===== config.mk =====
export PLATFORM = sky130hd
export DESIGN_NAME = enemy_projectile
export DESIGN_NICKNAME = d
export VERILOG_FILES = /design/src/rtl/enemy_projectile.sv
export SDC_FILE = /design/constraint.sdc
export NUM_CORES = 2
export LEC_CHECK = 0
export ABC_AREA = 1
export BUFFER_PORTS_ARGS = -buffer_cell sky130_fd_sc_hd__buf_2
export CAP_MARGIN = 10
export CELL_PAD_IN_SITES_DETAIL_PLACEMENT = 0
export CELL_PAD_IN_SITES_GLOBAL_PLACEMENT = 1
export CORE_MARGIN = 10
export CORE_UTILIZATION = 51
export DETAILED_ROUTE_END_ITERATION = 7
export PLACE_DENSITY = 0.9
export SYNTH_ARGS = -nofsm -noshare
export SYNTH_HDL_FRONTEND = slang
export SYNTH_SLANG_ARGS = --single-unit

===== constraint.sdc =====
create_clock -name Clk -period 13 [get_ports Clk]
set_input_delay 1.3 -clock Clk [delete_from_list [all_inputs] [get_ports Clk]]
set_output_delay 1.3 -clock Clk [all_outputs]
set_load 0.005 [all_outputs]

===== src/rtl/enemy_projectile.sv =====
//-----------------------------------------------------------------------------
// Module  : enemy_projectile
// Brief   : Pool of falling enemy projectiles with launch handshake, per-frame
//           motion, player hit detection and per-pixel circle drawing.
//           Optional steering toward the player: define ENEMY_PROJ_AIMED_EN.
// Revision: 1.0 - initial release
//-----------------------------------------------------------------------------
`default_nettype none

module enemy_projectile #(
    parameter int         NUM_SLOTS  = 4,
    parameter logic [9:0] PROJ_STEP  = 10'd4,
    parameter logic [9:0] PROJ_SIZE  = 10'd3,
    parameter logic [9:0] Y_MAX      = 10'd479,
    parameter logic [9:0] HIT_HALF_W = 10'd8,
    parameter logic [9:0] HIT_HALF_H = 10'd8
) (
    input  logic       Clk,
    input  logic       Reset_n,
    input  logic       frame_clk,
    input  logic       fire_req,
    input  logic [9:0] fire_x,
    input  logic [9:0] fire_y,
    output logic       fire_ack,
    input  logic [9:0] player_x_pos,
    input  logic [9:0] player_y_pos,
    input  logic [9:0] DrawX,
    input  logic [9:0] DrawY,
    output logic       is_enemy_missile,
    output logic       player_hit,
    output logic [2:0] active_count
);

    localparam logic [0:0]         ST_IDLE   = 1'b0;
    localparam logic [0:0]         ST_FLYING = 1'b1;
    localparam logic signed [31:0] C_SIZE_SQ = $signed(32'(PROJ_SIZE) * 32'(PROJ_SIZE));

    logic                 frame_clk_q;
    logic                 frame_edge_q;
    logic [NUM_SLOTS-1:0] state_q, state_d;
    logic [9:0]           x_q [NUM_SLOTS];
    logic [9:0]           x_d [NUM_SLOTS];
    logic [9:0]           y_q [NUM_SLOTS];
    logic [9:0]           y_d [NUM_SLOTS];
    logic                 fire_ack_q, fire_ack_d;
    logic                 player_hit_q, player_hit_d;
    logic [2:0]           active_count_q, active_count_d;

    logic [10:0]          w_y_next [NUM_SLOTS];
    logic [9:0]           w_x_move [NUM_SLOTS];
    logic [NUM_SLOTS-1:0] w_off_screen;
    logic [NUM_SLOTS-1:0] w_in_box;
    logic [NUM_SLOTS-1:0] w_draw;

    // State register
    always_ff @(posedge Clk or negedge Reset_n) begin
        if (!Reset_n) begin
            frame_clk_q    <= 1'b0;
            frame_edge_q   <= 1'b0;
            state_q        <= '0;
            fire_ack_q     <= 1'b0;
            player_hit_q   <= 1'b0;
            active_count_q <= '0;
        end else begin
            frame_clk_q    <= frame_clk;
            frame_edge_q   <= frame_clk & ~frame_clk_q;
            state_q        <= state_d;
            fire_ack_q     <= fire_ack_d;
            player_hit_q   <= player_hit_d;
            active_count_q <= active_count_d;
        end
    end

    generate
        for (genvar i = 0; i < NUM_SLOTS; i++) begin : g_slot
            logic signed [11:0] w_dx;
            logic signed [11:0] w_dy;
            logic [11:0]        w_adx;
            logic [11:0]        w_ady;
            logic signed [31:0] w_dist_x;
            logic signed [31:0] w_dist_y;

            always_ff @(posedge Clk or negedge Reset_n) begin
                if (!Reset_n) begin
                    x_q[i] <= '0;
                    y_q[i] <= '0;
                end else begin
                    x_q[i] <= x_d[i];
                    y_q[i] <= y_d[i];
                end
            end

            // 11-bit sum so a projectile near the bottom cannot wrap to the top
            assign w_y_next[i]     = {1'b0, y_q[i]} + {1'b0, PROJ_STEP};
            assign w_off_screen[i] = (w_y_next[i] > {1'b0, Y_MAX});

`ifdef ENEMY_PROJ_AIMED_EN
            assign w_x_move[i] = (x_q[i] < player_x_pos) ? x_q[i] + 10'd1 :
                                 (x_q[i] > player_x_pos) ? x_q[i] - 10'd1 : x_q[i];
`else
            assign w_x_move[i] = x_q[i];
`endif

            assign w_dx  = $signed({2'b00, w_x_move[i]}) - $signed({2'b00, player_x_pos});
            assign w_dy  = $signed({1'b0, w_y_next[i]}) - $signed({2'b00, player_y_pos});
            assign w_adx = w_dx[11] ? 12'(-w_dx) : 12'(w_dx);
            assign w_ady = w_dy[11] ? 12'(-w_dy) : 12'(w_dy);
            assign w_in_box[i] = (w_adx <= {2'b00, HIT_HALF_W}) &&
                                 (w_ady <= {2'b00, HIT_HALF_H});

            assign w_dist_x  = $signed({22'd0, DrawX}) - $signed({22'd0, x_q[i]});
            assign w_dist_y  = $signed({22'd0, DrawY}) - $signed({22'd0, y_q[i]});
            assign w_draw[i] = (state_q[i] == ST_FLYING) &&
                               ((w_dist_x * w_dist_x + w_dist_y * w_dist_y) <= C_SIZE_SQ);
        end
    endgenerate

    // Next-state: flying slots move on a frame edge, the lowest idle slot
    // takes a launch. A freshly launched slot was idle, so it never moves.
    always_comb begin
        logic launched;
        state_d        = state_q;
        x_d            = x_q;
        y_d            = y_q;
        fire_ack_d     = 1'b0;
        player_hit_d   = 1'b0;
        active_count_d = '0;
        launched       = 1'b0;
        for (int i = 0; i < NUM_SLOTS; i++) begin
            if (state_q[i] == ST_FLYING) begin
                if (frame_edge_q) begin
                    if (w_off_screen[i]) begin
                        state_d[i] = ST_IDLE;
                    end else if (w_in_box[i]) begin
                        state_d[i]   = ST_IDLE;
                        player_hit_d = 1'b1;
                    end else begin
                        x_d[i] = w_x_move[i];
                        y_d[i] = w_y_next[i][9:0];
                    end
                end
            end else if (fire_req && !fire_ack_q && !launched) begin
                launched   = 1'b1;
                state_d[i] = ST_FLYING;
                x_d[i]     = fire_x;
                y_d[i]     = fire_y;
                fire_ack_d = 1'b1;
            end
        end
        for (int i = 0; i < NUM_SLOTS; i++) begin
            active_count_d = active_count_d + {2'b00, state_d[i]};
        end
    end

    // Outputs
    always_comb begin
        fire_ack         = fire_ack_q;
        player_hit       = player_hit_q;
        active_count     = active_count_q;
        is_enemy_missile = |w_draw;
    end

endmodule

`default_nettype wire

Word-level counts from Yosys, hierarchy flattened --
Index checks and enable logic that the tools add are counted.
Word-level totals: register bits 91, bits of input ports 64, output and inout port bits 6, word-level logic and storage cells 191
Operators by class: $add $sub $neg 35, multipliers 8, order comparisons 16, equal/unequal tests 12, multiplexer cells 71, bitwise logic cells 6, reductions and logical operators 29
Operators by type and width (number):
- 10-bit two-way mux | 20
- 11-bit by 11-bit multiplier with 22-bit output | 8
- 10-bit by 10-bit subtractor with 11-bit output | 12
- 12-bit by 4-bit <= comparator with 1-bit output (second input constant) | 8
- 12-bit two-way mux | 8
- 22-bit by 22-bit adder with 23-bit output | 4
- 23-bit by 5-bit <= comparator with 1-bit output (second input constant) | 4
- 11-bit negator with 12-bit output | 4
- 12-bit negator | 4
- 11-bit by 10-bit subtractor with 12-bit output | 4
- 10-bit by 3-bit adder with 11-bit output (second input constant) | 4
- 11-bit by 9-bit greater-than comparator with 1-bit output (second input constant) | 4
- 1-bit two-way mux | 43
- 2-bit != test (second input constant) | 12
- 4-bit AND reduction | 4
- 1-bit logical AND | 12
- 2-bit AND reduction | 4
- 2-bit nonzero test | 4
- 1-bit NOT | 5
- 1-bit logical NOT | 4
- 4-bit OR reduction | 1
- 2-bit by 1-bit adder with 3-bit output | 1
- 3-bit by 1-bit adder with 3-bit output | 1
- 1-bit by 1-bit adder with 2-bit output | 1
- 1-bit bitwise AND | 1

Logic depth before layout (Yosys ltp) --
word-level depth 22, mapped depth 54

Worst setup path after synthesis --
No wires, ideal clock.
path kind input -> output, start input DrawY[0], end output is_enemy_missile, data arrival time 9.017 ns, required time 11.700 ns, path slack 2.683 ns, cell stages on the path 42, buffers on the path 0, path through inv_1 ha_1 fa_1 inv_1 a31oi_1 or2_1 nand2_1 a21oi_1 o21ai_1 nand2_1 nand2_1 a21oi_4 inv_2 nor2_1 inv_1 fa_1 fa_1 inv_1 [6 not listed] inv_1 ha_1 a21o_1 a21boi_0 nor3_1 nor2_1 nand2_1 nand2_1 nand2_1 nand2_1 nand2_1 xor2_1 nand3_1 nand2_1 nand2_1 nand2_1 inv_1 nand2_1
Between the ends: word-level cells in the longest chain between the ends 6, elaborated cells between the ends (all ways) 21
RTL lines:
- start, declared | line 28 | input logic [9:0] DrawY,
- 10-bit by 10-bit subtractor with 11-bit output | line 112 | assign w_dist_y = $signed({22'd0, DrawY}) - $signed({22'd0, y_q[i]});
- 11-bit by 11-bit multiplier with 22-bit output | line 114 | ((w_dist_x * w_dist_x + w_dist_y * w_dist_y) <= C_SIZE_SQ);
- 22-bit by 22-bit adder with 23-bit output | line 114
- 23-bit by 5-bit <= comparator with 1-bit output | line 114
- 1-bit logical AND | line 113 | assign w_draw[i] = (state_q[i] == ST_FLYING) &&
- 4-bit OR reduction * | line 160 | is_enemy_missile = |w_draw;
- end, declared | line 29 | output logic is_enemy_missile,
Mark *: on every way between the ends. The rest lies on a longest branch, timed or not.

Worst setup path in the final report --
Ends and elaborated chain as after synthesis.

==> results.md <==
* Crit path DAT at about 11 ns
* Antenna violations before repair at 0
* Worst Path Required at roughly 12 ns
* Clock H-tree levels at 3
* Rows at around 110
* Share of cells above drive strength 1 at between 3 and 4%
* Core area at ~0.097 mm^2
* Final Setup Violations at 0
* Final Wtd Congestion at approximately 0.94
* CTS buffer count at 9
* Slew HR at between 20% and 30%
* Max-Cap Viols at 0
* Area after DPL at 0.0515 mm^2
* Setup TNS at 0 ns
* CTS root buf: clkbuf_16
* Vias in the first global route at 40500
* Number of synthesized register bits at 91
* RSZ-0062 raised after global routing: false
* DR pass1 iterations at 6
* CTS Hold Buffers Added at 0
* WHS at ~0.4 ns
* Slowest CP cell: fa_1
* Ys flop type: dfrtp_1
* Hold depth at 1
* First-pass GRT wire length at 211 mm
* Crit end category: primary output
* Tmin final at around 12 ns
* Drt first-iter violations at between 2000 and 3000
* Drt total wl at 129 mm
* Remaining DRCs at 0
* Worst-Skew Late Latency at 0.38 ns
* GRT Residual Overflow at 0
* Post-CTS resize count at 0
* Synthesis-to-layout area growth at 4.29%
* Crit path kind: input port to primary output
* Post-synth EDFFs at 0
* Startpoint types: input port
* Clk sink count at 91
* Final Hold Vio Count at 0
* Post-synthesis async set-or-reset flop share at 100%
* Mean Syn Cell Area at 7.70 um^2
* Die Footprint at between 0.1 and 0.15 mm^2
* Hpwl dp at approximately 110 mm
* Synthesized net count at about 8000
* N_diodes at 0
* CTS tree: built
* Mean number of vias per cell at 5.11
* Setup Skew at approximately 0.012 ns
* Design area at roughly 0.052 mm^2
* Syn Inst Count at approximately 6400
* Layout fillers at roughly 9400
* Worst hold path class: flip-flop to flip-flop
* Layout net count at roughly 8000
* Final period util at 93.2%
* Detail Route Antenna Nets at 0
* GRT Total Usage at 23.6%
* Port Buffers at 69
* Largest net degree at the start of global routing at 59
* Slew @ Worst Pin at approximately 1.2 ns
* R2r worst-path depth at 27
* CP Max Fanout at 13
* Outcome: complete, no violations
* Starting Density at between 50% and 60%
* Max Freq at 0.0825 GHz
* Final Slew Violations at 0
* Max Buffers Root-to-Sink at 2
* DR vias at roughly 40000
* Top Ports at 70
* Post-CTS Repair Setup Buffers at 0
* Slowest stage delay, CP at 0.67 ns
* Die W at between 300 and 400 um
* Post-synthesis cell area at about 0.05 mm^2
* Fin util at a little over half
* Synth warnings at 0
* Die height at around 330 um
* DR WL/cell at roughly 17 um
* Clock transition at path regs at around 0.070 ns
* Register area share after synthesis at ~4.6%
* Synth cell types at 57
==> critical path, delay by kind of cell <==
kind	cells	cell delay, ns
buffers and inverters	10	1.48
AOI/OAI and AO/OA	5	1.32
adders and majority gates	10	4.78
and+or+nand+nor	13	1.73
xor gates and xnor gates	1	0.17
==> sequential cells by signal (all words and copies together) (netlist names) <==
register      count
w_x_move         40
y_q              40
state_q           4
active_count      3
fire_ack          1
frame_clk_q       1
frame_edge_q      1
player_hit        1
==> worst paths after layout <==
kind                                    end  slack, ns   startpoint
setup / recovery           is_enemy_missile       0.88     DrawY[0]
hold / removal                 frame_edge_q       0.40  frame_clk_q
setup reg to reg            active_count[1]       8.29      y_q[32]
hold reg to reg                frame_edge_q       0.40  frame_clk_q
max in group asynchronous      w_x_move[29]      10.85      Reset_n
min in group asynchronous            y_q[8]       0.90      Reset_n
==> stage by stage <==
stage	setup slack, ns	instances
after floorplan	2.68	6449
after global placement	1.07	7757
after detailed placement	0.988	7757
after CTS	0.938	7772
after global routing	0.389	7772
final	0.881	7772
==> synthesized netlist by cell type (5+ instances only) <==
master	n	area [um^2]
a21o_1	17	128
o21bai_1	18	135
nor2_2	10	62.6
nand2_1	1187	4460
o21ai_0	150	751
a21oi_1	179	896
nand2_2	21	131
nand4_1	78	488
nand2_4	9	101
or2_1	6	37.5
inv_2	11	41.3
dfrtp_1	91	2280
ha_1	526	6580
nor2_1	616	2310
nor4_1	5	31.3
inv_1	1826	6850
a21boi_0	6	45.0
xor2_1	110	963
a21oi_2	7	61.3
nand3b_1	34	255
clkinv_1	12	45.0
a31oi_1	10	62.6
o21ai_1	12	60.1
fa_1	989	19800
or2_2	37	231
nor3_1	43	215
buf_2	5	25.0
o31ai_1	7	52.6
o21a_1	5	37.5
and3_1	5	31.3
nand3_1	247	1240
clkbuf_1	44	165
o211ai_1	6	45.0
xnor2_1	81	709
==> routing by layer <==
metal / wire, um / up-vias / track usage [%]
met2: 58400 / 1123 / 37.5
met3: 9120 / 149 / 3.80
li1: - / 19100 / -
met1: 58500 / 19300 / 33.7
met5: 0 / - / 0
met4: 2960 / 0 / 5.10
==> layout by cell type (no fill, tap or decap), types with 17 or more instances in the layout <==
cell type     n
a21oi_1     179
nand3b_1     34
nand2_2      21
dfrtp_1      91
or2_2        37
buf_4        21
xnor2_1      80
o21bai_1     18
fa_1        989
o21ai_0     150
nand4_1      78
nand2_1    1187
a21o_1       17
xor2_1      110
nor3_1       43
nor2_1      615
ha_1        526
buf_2        68
inv_1      1826
nand3_1     247
==> cells by family (layout without fill, tap and decap cells) <==
family          after synthesis  in the layout  share of synthesized area (%)
flops                        91             91                           4.58
simple gates               2312           2312                           19.6
xor+xnor                    192            192                           3.40
buf+inv                    1907           1954                           14.5
fa+ha+maj                  1515           1515                           53.1
compound gates              432            432                           4.88
==> final cells by class <==
cell class / instances / area [um^2] / share of cell area (%)
multi-input combinational: 4451 / 40200 / 77.6
inverter: 1850 / 6950 / 13.4
sequential: 91 / 2280 / 4.40
tap: 1276 / 1600 / 3.08
timing repair buffer: 89 / 498 / 0.961
clock buffer: 10 / 239 / 0.461
clock inverter: 5 / 37.5 / 0.0724
Power is not shown: default switching activity piles up to over one toggle a cycle in this logic, so the estimate is an artifact.
